===== config.mk =====
export PLATFORM = sky130hd
export DESIGN_NAME = uart_tx_arbiter
export DESIGN_NICKNAME = d
export VERILOG_FILES = /design/src/rtl/uart_tx_arbiter.sv
export SDC_FILE = /design/constraint.sdc
export NUM_CORES = 1
export LEC_CHECK = 0
export CELL_PAD_IN_SITES_DETAIL_PLACEMENT = 1
export CELL_PAD_IN_SITES_GLOBAL_PLACEMENT = 1
export CORE_MARGIN = 2
export CORE_UTILIZATION = 35
export CTS_BUF_LIST = sky130_fd_sc_hd__clkbuf_8
export DETAILED_ROUTE_END_ITERATION = 6
export PLACE_DENSITY = 0.84
export SLEW_MARGIN = 20
export SYNTH_ARGS = -nofsm -noshare
export SYNTH_HDL_FRONTEND = slang
export SYNTH_SLANG_ARGS = --single-unit
export TNS_END_PERCENT = 30

===== constraint.sdc =====
create_clock -name clock -period 2.8 [get_ports clock]
set_clock_uncertainty 0.2 [all_clocks]
set_input_delay 0.56 -clock clock [delete_from_list [all_inputs] [get_ports clock]]
set_output_delay 0.56 -clock clock [all_outputs]
set_load 0.02 [all_outputs]

===== src/rtl/uart_tx_arbiter.sv =====
`timescale 1ns/1ps
// uart_tx_arbiter: shares one UART transmitter between NUM_REQ byte streams with
// round-robin arbitration, packet locking and a send/complete handshake sequencer.
//
// state      | meaning
// IDLE       | pick a requester and accept its byte once the TX reports complete
// ISSUE      | pulse tx_send for one cycle, clear the start timer
// WAIT_START | wait for tx_complete to fall, give up after START_TIMEOUT cycles
// WAIT_DONE  | wait for tx_complete to rise, then update lock / rotation point
module uart_tx_arbiter #(
  parameter int NUM_REQ       = 4,
  parameter int START_TIMEOUT = 1024
) (
  input  logic                                            clock,
  input  logic                                            reset_n,
  input  logic [NUM_REQ-1:0]                              req_valid,
  input  logic [8*NUM_REQ-1:0]                            req_data,
  input  logic [NUM_REQ-1:0]                              req_last,
  output logic [NUM_REQ-1:0]                              req_ready,
  output logic                                            tx_send,
  output logic [7:0]                                      tx_data,
  input  logic                                            tx_complete,
  output logic                                            busy,
  output logic [((NUM_REQ > 1) ? $clog2(NUM_REQ) : 1)-1:0] grant_id,
  output logic                                            timeout_err
);

  localparam int GW = (NUM_REQ > 1) ? $clog2(NUM_REQ) : 1;
  localparam int CW = (START_TIMEOUT > 2) ? $clog2(START_TIMEOUT) : 1;

  typedef enum logic [1:0] {IDLE, ISSUE, WAIT_START, WAIT_DONE} state_t;

  state_t        state;
  state_t        state_nxt;
  logic [GW-1:0] last_grant;
  logic [GW-1:0] sel;
  logic          cand;
  logic          locked;
  logic          last_lat;
  logic          accept;
  logic          start_tmo;
  logic [CW-1:0] tmo_cnt;

  // Candidate selection: the lock owner only, else the first valid requester
  // after last_grant (scanned from the far end so the nearest one wins).
  always_comb begin : select_p
    int            idx;
    logic [GW-1:0] idx_g;
    idx   = 0;
    idx_g = '0;
    sel   = grant_id;
    cand  = 1'b0;
    if (locked) begin
      cand = req_valid[grant_id];
    end else begin
      for (int k = NUM_REQ; k >= 1; k--) begin
        idx = int'(last_grant) + k;
        if (idx >= NUM_REQ) idx = idx - NUM_REQ;
        idx_g = GW'(idx);
        if (req_valid[idx_g]) begin
          sel  = idx_g;
          cand = 1'b1;
        end
      end
    end
  end

  assign accept    = reset_n && (state == IDLE) && cand && tx_complete;
  assign start_tmo = (state == WAIT_START) && tx_complete &&
                     (tmo_cnt == CW'(START_TIMEOUT - 1));

  always_ff @(posedge clock or negedge reset_n) begin
    if (!reset_n) state <= IDLE;
    else          state <= state_nxt;
  end

  always_comb begin
    state_nxt = state;
    case (state)
      IDLE:       if (accept) state_nxt = ISSUE;
      ISSUE:      state_nxt = WAIT_START;
      WAIT_START: begin
        if (!tx_complete)   state_nxt = WAIT_DONE;
        else if (start_tmo) state_nxt = IDLE;
      end
      WAIT_DONE:  if (tx_complete) state_nxt = IDLE;
      default:    state_nxt = IDLE;
    endcase
  end

  always_comb begin
    req_ready = '0;
    if (accept) req_ready[sel] = 1'b1;
    busy = (state != IDLE);
  end

  always_ff @(posedge clock or negedge reset_n) begin
    if (!reset_n) begin
      tx_send     <= 1'b0;
      tx_data     <= 8'h00;
      grant_id    <= '0;
      timeout_err <= 1'b0;
      locked      <= 1'b0;
      last_lat    <= 1'b0;
      last_grant  <= GW'(NUM_REQ - 1);
      tmo_cnt     <= '0;
    end else begin
      tx_send     <= (state_nxt == ISSUE);
      timeout_err <= start_tmo;
      if (accept) begin
        tx_data  <= req_data[8*sel +: 8];
        last_lat <= req_last[sel];
        grant_id <= sel;
      end
      case (state)
        ISSUE:      tmo_cnt <= '0;
        WAIT_START: if (tx_complete && !start_tmo) tmo_cnt <= tmo_cnt + 1'b1;
        default:    ;
      endcase
      // A timed-out byte is dropped, so any packet in flight loses its lock.
      if (start_tmo) begin
        locked     <= 1'b0;
        last_grant <= grant_id;
      end
      if ((state == WAIT_DONE) && tx_complete) begin
        if (last_lat) begin
          locked     <= 1'b0;
          last_grant <= grant_id;
        end else begin
          locked <= 1'b1;
        end
      end
    end
  end

endmodule


# After elaboration in Yosys (flattened, before gate mapping)
# Cells that the tools add are included.
# classes
add_sub_neg	9
bitwise	0
mux	46
reduce_logical	14
eq_ne	6
mul	0
shifts	1
div_mod_pow	0
n_lt_le_gt_ge	11
# ops
op	n
two-way mux 2 bit	20
variable part select 32 x 6 -> 8 bit	1
case mux 10 bit (2 select lines)	1
less-than comparator 2 x 3 -> 1 bit (second input constant)	6
two-way mux 1 bit	15
binary-select mux 1 bit (select 2 bit)	6
adder 10 x 1 -> 10 bit (second input constant)	1
== test 10 bit (second input constant)	1
two-way mux 10 bit	1
>= comparator 3 bit (second input constant)	3
logical AND 1 bit	8
case mux 2 bit (4 select lines)	1
subtractor 2 x 1 -> 2 bit (second input constant)	4
adder 2 x 2 -> 3 bit (second input constant)	2
nonzero test 2 bit	3
adder 2 x 3 -> 4 bit (second input constant)	1
== test 2 x 1 -> 1 bit (second input constant)	2
== test 2 bit (second input constant)	2
>= comparator 4 x 3 -> 1 bit (second input constant)	1
two-way mux 4 bit	1
adder 2 x 1 -> 3 bit (second input constant)	1
demux 1 bit (select 2 bit)	1
>= comparator 2 x 1 -> 1 bit (second input constant)	1
logical NOT 2 bit	1
other kinds (3)	3
# totals
mem_bits_ro	0
mem_bits_rw	0
in_bits	43
n_memories	0
elab_cells	96
output_inout_bits	17
regBits	28
latch_bits	0

# Logic depth before layout (Yosys ltp)
# Gate-level depths: netlist (run 1).
# depth
word_depth	16
depth_mapped	9
ltp_nobuf	7

# Worst setup path before layout (run 1)
# OpenSTA, ideal clock, no wires.
# synth_timing
path_kind	input to output
startpoint	input port req_valid[2]
endpoint	output port req_ready[1]
stages	8
t_arrival_ns	2.003
required_ns	2.040
setup_slack_ns	0.037
n_path_buf	2
path_cell_list	buf_2 -> nor4bb_1 -> nor4_2 -> and4_4 -> nor3_2 -> buf_6 -> inv_1 -> nor2_1
# synth_between
elab_chain_cells	12
elab_cells_between_ends	28
cone_classes	2 x order compare; 23 x mux; 3 x reduce/logical
# synth_rtl
element	line	rtl
start, declared	16	input logic [NUM_REQ-1:0] req_valid,
binary-select mux 1 bit (select 2 bit)	60	if (req_valid[idx_g]) begin
two-way mux 1 bit (implied by the code)	60	
two-way mux 2 bit (4 in a row)	60	
two-way mux 2 bit	53	if (locked) begin
less-than comparator 2 x 3 -> 1 bit (implied by the code) / >= comparator 2 x 1 -> 1 bit (equally long branches)	93	if (accept) req_ready[sel] = 1'b1;
logical AND 1 bit (implied by the code)	93	
two-way mux 1 bit (implied by the code)	93	
demux 1 bit (select 2 bit)	93	
two-way mux 4 bit *	93	
end, declared	19	output logic [NUM_REQ-1:0] req_ready,
# Mark *: on every way between the ends. The rest lies on a longest branch, timed or not. The select of a mux whose other input is x is not followed.

# Worst setup path in the final report (run 1)
# layout_timing
startpoint	register last_grant[0]
endpoint	output port req_ready[1]
# layout_between
elab_chain_cells	16
elab_cells_between_ends	46
cone_classes	8 x add/sub; 6 x order compare; 29 x mux; 3 x reduce/logical
# layout_rtl
element	line	rtl
start, declared	35	logic [GW-1:0] last_grant;
start signal, assigned	105	last_grant <= GW'(NUM_REQ - 1);
start signal, assigned	123	last_grant <= grant_id;
start signal, assigned	128	last_grant <= grant_id;
adder 2 x 3 -> 4 bit	57	idx = int'(last_grant) + k;
>= comparator 4 x 3 -> 1 bit / subtractor 2 x 1 -> 2 bit (equally long branches)	58	if (idx >= NUM_REQ) idx = idx - NUM_REQ;
two-way mux 2 bit	58	
two-way mux 2 bit	53	
binary-select mux 1 bit (select 2 bit)	60	
two-way mux 1 bit (implied by the code)	60	
two-way mux 2 bit (4 in a row)	60	
two-way mux 2 bit	53	
less-than comparator 2 x 3 -> 1 bit (implied by the code) / >= comparator 2 x 1 -> 1 bit (equally long branches)	93	
logical AND 1 bit (implied by the code)	93	
two-way mux 1 bit (implied by the code)	93	
demux 1 bit (select 2 bit)	93	
two-way mux 4 bit *	93	
# Marks and branches as above.

==> impl_metrics.py, run 1 <==
metrics = {
    "sta": {
        "fin_worst_hold_slack_ps": 306,
        "timing.final.hold_violations": 0,
        "fmax_ghz": 0.345,
        "timing.max_slew.rel_slack_pct": 70.3,
        "worst_pin_slew_ps": 435,
        "setup_total_negative_slack_ps": -353,
        "period_utilization_pct": 104,
        "fin_ws_ps": -100,
        "setup_viol_count_final": 4,
        "count_of_pins_over_their_slew_limit": 0,
        "setup_repair_after_global_routing_missed_its_margin": "yes",
        "finalWorstPathRequiredPeriod_ps": 2900,
    },
    "place": {
        "port_buffer_cells": 59,
        "dpl.cell_count": 336,
        "hpwl_um": 4440,
        "weighted_congestion_at_the_end_of_routability_driven_global_placement": 0.885,
        "placement.cell_area_um2": 2650,
    },
    "cts": {
        "cts_tree": "done",
        "htree_num_levels": 1,
        "cts.clk_slew.worst_paths_ps": 90,
        "clock_root_buffer": "clkbuf_8",
        "cts_buffers": 3,
        "clock_tree.buffer_depth": 2,
        "cts_num_sinks": 28,
        "clock_latency_ps": 280,
    },
    "pwr": {
        "switchingPower_uw": 1130,
        "post_layout_total_power_uw": 2690,
        "power.leakage_uw": 0.00125,
        "power.share.switching_pct": 42.2,
        "comb_power_share_pct": 64.9,
        "p_int_uw": 1550,
        "pwr_density_cell_nw_per_um2": 922,
        "vdd_drop_max_uv": 452,
        "clock_power_share_pct": 9.4,
        "power.sequential.fraction_pct": 25.7,
    },
    "yosys": {
        "synth-adder-area-share_pct": 0.679,
        "synth-xor-area-share_pct": 3.33,
        "ys_top_cells_by_area": "dfrtp_1 35%, mux2i_1 8.1%, nand2_1 4.9%",
        "synth_compound_gate_area_share_pct": 17.5,
        "synthSimpleGateAreaFrac_pct": 22.6,
        "mappedNetlistArea_um2": 1840,
        "yosys_register_bits": 28,
        "yosysSeqAreaShare_pct": 38.2,
        "synthesis.instances": 191,
        "synth-main-ff-cell": "dfrtp_1",
        "synth_mux_area_share_pct": 11.8,
        "largest_family_of_logic_cells_by_synthesized_area": "simple AND/OR/NAND/NOR gates",
        "synth_warnings": 0,
        "syn-num-nets": 235,
        "async_reset_ff_share_pct": 100,
        "share_of_the_synthesized_area_in_the_top_cell_type_pct": 35.3,
        "synth_enable_flop_cells": 0,
        "yosysTopAreaCell": "dfrtp_1",
        "syn_avg_cell_area_um2": 9.65,
        "synth.distinct_cells": 55,
    },
    "routing": {
        "drtPass1Iterations": 4,
        "vias": 1811,
        "route.antenna.remaining_nets": 0,
        "route.detailed.vias_per_inst": 5.23,
        "post-route-drc-count": 0,
        "postRouteWirelength_um": 6040,
        "drt_first_iter_violations": 42,
        "routed_wire_length_per_instance_um": 17.5,
    },
    "job": {
        "number_of_maximum_capacitance_violations": 0,
    },
    "global_route": {
        "maximum_number_of_pins_on_one_net_before_global_route_repair": 29,
        "grt_overflow_total": 0,
        "grt_pass1_vias": 1956,
        "antenna_found_initial": 0,
        "grt_use_total_pct": 20.8,
        "wire_length_of_the_first_global_routing_pass_um": 9830,
    },
    "setup_path": {
        "crit_path_cell_trace": "buf_6 -> nor2b_4 -> buf_4 -> o21ai_2 -> o31ai_4 -> a31oi_4 -> nand2b_4 -> nor2_1 -> buf_4",
        "worstSetupEndpointType": "output port",
        "ff2ff_setup_slack_ps": 240,
        "critPathBufInv": 3,
        "critPathMaxStageDelay_ps": 650,
        "critical_path.slowest_cell": "dfstp_2",
        "cp_data_arrival_time_ps": 2140,
        "path_max_fanout": 7,
        "cp.required_ps": 2040,
        "cp_common_cell": "buf_4",
        "critPathKind": "register to output port",
        "cp_top_family": "flip-flops",
        "setup.worst_path.start_class": "register",
    },
    "finish": {
        "fillCellCount": 569,
        "antenna-diode-count": 0,
        "fin_area_um2": 2920,
        "post_layout_instance_count_excluding_filler_cells": 346,
        "design.final.nets": 321,
        "layout-area-overhead-vs-synth_pct": 58.2,
        "drive_above_1_share_pct": 29.0,
    },
    "floorplan": {
        "rows": 26,
        "die_w_um": 76.6,
        "starting_utilization_of_the_core_area_pct": 36.1,
        "dieArea_um2": 5860,
        "die_h_um": 76.6,
        "top_level_ports": 60,
        "core-area_um2": 5110,
    },
    "status": {
        "violations": "setup timing",
        "status": "finished, violations left",
    },
    "worst_hold_path": {
        "holdCritPathClass": "register to register",
    },
}
layout by cell type, fill, tap and decap left out, drive strengths merged, types with 6 or more instances in the layout:
cell type,instances
buf,39
clkdlybuf4s50,51
dfrtp,26
inv,6
mux2i,15
nand2,25
nor2,19
o21ai,9
o221ai,9
cell usage after synthesis (3+ instances only):
cell / count
inv_1: 5
mux2_2: 4
a21oi_1: 4
buf_6: 4
nand3_1: 3
o221ai_1: 9
nor3b_1: 3
nor2b_1: 3
a22oi_1: 3
xor2_1: 5
nand2_1: 24
dfrtp_1: 26
nand2b_1: 4
buf_2: 6
o21ai_0: 8
mux2i_1: 15
and2_1: 3
nor2_1: 18
worst paths after layout:
check	startpoint	endpoint	cells after the start
setup reg to reg	last_grant[0]	tx_data[4]	9
hold / removal	tx_data[1]	tx_data[1]	2
setup / recovery	last_grant[0]	req_ready[1]	9
max in group asynchronous	reset_n	last_grant[0]	2
hold reg to reg	tx_data[1]	tx_data[1]	2
min in group asynchronous	reset_n	tmo_cnt[4]	2
logic make-up (layout without fill, tap and decap cells):
logic type | after synthesis | count (layout)
XOR/XNOR | 7 | 7
adder cells (fa/ha/maj) | 1 | 1
AO/OA/AOI/OAI | 39 | 39
flip-flops | 28 | 28
buffers and inverters | 18 | 103
multiplexers | 20 | 20
AND/OR/NAND/NOR | 78 | 78
per-stage QoR:
step	util [%]	worst slack (ps)
after floorplan	-	37.5
after global placement	51.8	-797
after detailed placement	51.8	-895
after CTS	55.5	-96.2
after global routing	57.1	-188
final	57.1	-100
repair_timing:
action | CTS | global route
buffers inserted | 3 | 6
gates resized for setup | 55 | 19
pin swaps | 5 | 12
hold endpoints to repair | 0 | 0
hold buffers | 0 | 0
setup endpoints to repair | 5 | 4
cloned | 0 | 0
flip-flops by register name (all words and copies together) (netlist names):
name,flops
grant_id,2
last_grant,2
last_lat,1
locked,1
state,2
timeout_err,1
tmo_cnt,10
tx_data,8
tx_send,1
layout make-up:
cell class	instances	area, µm²	area share, %
repair buffers	93	850	29.1
clock buffers	4	55.1	1.89
inverters	6	22.5	0.773
multi-input cells	145	1200	41.1
well taps	70	87.6	3.00
flip-flops and latches	28	703	24.1
layer usage:
layer / share of wire (%) / global-route usage (%)
met1: 44 / 26.9
met2: 53 / 37.3
met3: 2.1 / 2.13
met4: 1.3 / 5.45
met5: 0 / 0
power groups by stage:
| stage | clock network (µW) | logic [µW] | registers (µW) |
|---|---|---|---|
| 2_1_floorplan | 0 | 880 | 720 |
| 3_3_place_gp | 0 | 1430 | 672 |
| 3_5_place_dp | 0 | 1470 | 683 |
| 4_1_cts | 261 | 1640 | 683 |
| 5_1_grt | 275 | 1870 | 710 |
| 6_report | 254 | 1740 | 690 |
tightest hold or removal path: cells and delay by family (launching register included):
| kind | cells | cell delay [ps] |
|---|---|---|
| flip-flops | 1 | 350 |
| AND/OR/NAND/NOR | 1 | 50 |
| AO/OA/AOI/OAI | 1 | 60 |
(Power assumes the default switching activity.)
==> run 2: changes to the inputs <==
ABC_AREA = 1   (was unset)
CORE_UTILIZATION = 34   (was 35)
PLACE_DENSITY = 0.86   (was 0.84)
==> impl_metrics.py, run 2 <==
metrics = {
    "floorplan": {
        "die_h_um": 81.4,
        "dieArea_um2": 6630,
        "top_level_ports": 60,
        "rows": 28,
        "starting_utilization_of_the_core_area_pct": 34.8,
        "core-area_um2": 5850,
        "die_w_um": 81.4,
    },
    "cts": {
        "clock_tree.buffer_depth": 2,
        "clock_latency_ps": 270,
        "cts_tree": "done",
        "cts_buffers": 3,
        "cts.clk_slew.worst_paths_ps": 90,
        "cts_num_sinks": 28,
        "clock_root_buffer": "clkbuf_8",
        "htree_num_levels": 1,
        "postCtsHoldBufs": 0,
    },
    "worst_hold_path": {
        "holdCritPathClass": "register to register",
        "hp-start": "tx_data[1]",
    },
    "pwr": {
        "power.share.switching_pct": 49.7,
        "comb_power_share_pct": 70.0,
        "vdd_drop_max_uv": 537,
        "power.leakage_uw": 0.00153,
        "power.sequential.fraction_pct": 22.5,
        "clock_power_share_pct": 7.5,
        "p_int_uw": 1480,
        "pwr_density_cell_nw_per_um2": 978,
        "post_layout_total_power_uw": 2940,
        "switchingPower_uw": 1460,
    },
    "yosys": {
        "syn-num-nets": 348,
        "yosys_register_bits": 28,
        "share_of_the_synthesized_area_in_the_top_cell_type_pct": 31.9,
        "synth.distinct_cells": 31,
        "yosysSeqAreaShare_pct": 34.5,
        "ys_top_cells_by_area": "dfrtp_1 32%, nand2_1 17%, inv_1 11%",
        "synthesis.instances": 304,
        "syn_avg_cell_area_um2": 6.70,
        "synthMostInstantiatedCell": "nand2_1",
        "mappedNetlistArea_um2": 2040,
        "async_reset_ff_share_pct": 100,
        "synth_warnings": 0,
        "synth_commonest_cells": "93 x nand2_1, 59 x inv_1, 38 x nand3_1, 26 x dfrtp_1, 15 x nor2_1",
        "synth-main-ff-cell": "dfrtp_1",
        "synth_enable_flop_cells": 0,
        "yosysTopAreaCell": "dfrtp_1",
    },
    "routing": {
        "drtPass1Iterations": 4,
        "routed_wire_length_per_instance_um": 13.9,
        "vias": 2268,
        "route.antenna.remaining_nets": 0,
        "post-route-drc-count": 0,
        "route.detailed.vias_per_inst": 4.85,
        "drt_first_iter_violations": 75,
        "postRouteWirelength_um": 6520,
    },
    "global_route": {
        "antenna_found_initial": 0,
        "grt_use_total_pct": 21.4,
        "maximum_number_of_pins_on_one_net_before_global_route_repair": 29,
        "grt_pass1_vias": 2418,
        "grt_overflow_total": 0,
        "wire_length_of_the_first_global_routing_pass_um": 11100,
    },
    "sta": {
        "setup_viol_count_final": 4,
        "fmax_ghz": 0.350,
        "period_utilization_pct": 102,
        "count_of_pins_over_their_slew_limit": 0,
        "timing.max_slew.rel_slack_pct": 70.0,
        "setup_repair_after_global_routing_missed_its_margin": "yes",
        "fin_worst_hold_slack_ps": 286,
        "timing.final.hold_violations": 0,
        "finalWorstPathRequiredPeriod_ps": 2850,
        "worst_pin_slew_ps": 448,
        "fin_ws_ps": -53.4,
    },
    "finish": {
        "layout_commonest_cell": "nand2_1",
        "design.final.nets": 438,
        "drive_above_1_share_pct": 21.1,
        "final_core_utilization_pct": 51.4,
        "fin_area_um2": 3010,
        "antenna-diode-count": 0,
        "fillCellCount": 764,
        "number_of_flip_flops_under_the_largest_register_name": 10,
        "largest_register": "tmo_cnt",
        "layout_common_cells": "87 x nand2_1, 56 x inv_1, 51 x clkdlybuf4s50_1",
        "layout_top_registers": "tmo_cnt x10, tx_data x8",
        "layout-area-overhead-vs-synth_pct": 47.5,
    },
    "setup_path": {
        "cp.required_ps": 2040,
        "critPathKind": "register to output port",
        "path_max_fanout": 7,
        "setup.worst_path.start_class": "register",
        "critical_path.reg2reg.startpoint": "last_grant[0]",
        "worstSetupEndpointType": "output port",
        "cp_data_arrival_time_ps": 2090,
        "startpoint": "last_grant[0]",
    },
    "status": {
        "status": "finished, violations left",
        "violations": "setup timing",
    },
    "job": {
        "number_of_maximum_capacitance_violations": 0,
    },
    "place": {
        "preCtsSetupSlack_ps": -752,
        "hpwl_um": 5200,
        "port_buffer_cells": 59,
        "placement.cell_area_um2": 2890,
        "weighted_congestion_at_the_end_of_routability_driven_global_placement": 0.871,
    },
}
[run 2: final cells by class]
type	instances	area [µm²]	share of cell area [%]
clock buffers	3	41.3	1.37
clock inverters	1	3.75	0.125
inverters	63	239	7.95
multi-input cells	210	1120	37.3
flip-flops and latches	28	703	23.4
well taps	75	93.8	3.12
repair buffers	88	802	26.7
[run 2: cell families (layout without fill, tap and decap cells)]
family | Yosys count | count (layout) | synth area share [%]
and+or+nand+nor | 175 | 175 | 39.6
buffers and inverters | 66 | 155 | 13.1
AOI/OAI and AO/OA | 31 | 31 | 10.9
DFF | 28 | 28 | 34.5
xor gates and xnor gates | 3 | 3 | 1.29
adders and majority gates | 1 | 1 | 0.614
[run 2: path summary, 6_finish.rpt]
path	cells past startpoint	slack, ps	endpoint
worst max-delay path	13	-50	req_ready[2]
min in group asynchronous	2	530	timeout_err
max in group asynchronous	2	1560	last_grant[0]
worst min-delay path	2	290	tx_data[1]
worst min register to register	2	290	tx_data[1]
worst max register to register	15	400	last_lat
[run 2: critical path, cell delays in order (launching register included)]
cell and delay, ps:
dfstp_2 630, nand2_1 70, nand2_1 120, nand2_2 80
nand2_2 60, inv_2 30, nand2_1 60, nand2_1 60
a21oi_2 170, nand2_4 90, nand2_8 80, inv_2 70
nor3_4 160, buf_6 150
[run 2: metal layers]
metal  vias to the layer above  track usage, %  wire length, µm
met3                         6            3.30              254
met2                        47            38.6             3290
li1                       1137               -                -
met5                         -               0                0
met4                         0            4.92               62
met1                      1078            26.8             2920
[run 2: power groups by stage]
stage	Sequential, µW	Combinational (µW)	Clock (µW)
after floorplan	730	1110	0
after global placement	660	1870	0
after detailed placement	663	1950	0
after CTS	663	2060	228
after global routing	680	2270	241
final	661	2060	222
[run 2: timing repair]
action                     CTS  global route
setup endpoints to repair    4             4
pin swaps                    5             1
gates resized for setup     47             1
buffers inserted             3             0
[run 2: through the flow]
step                      TNS (ps)  std cells
after floorplan                  0        304
after global routing          -669        468
final                         -154        468
after detailed placement     -2930        461
after CTS                     -178        468
after global placement       -2660        461
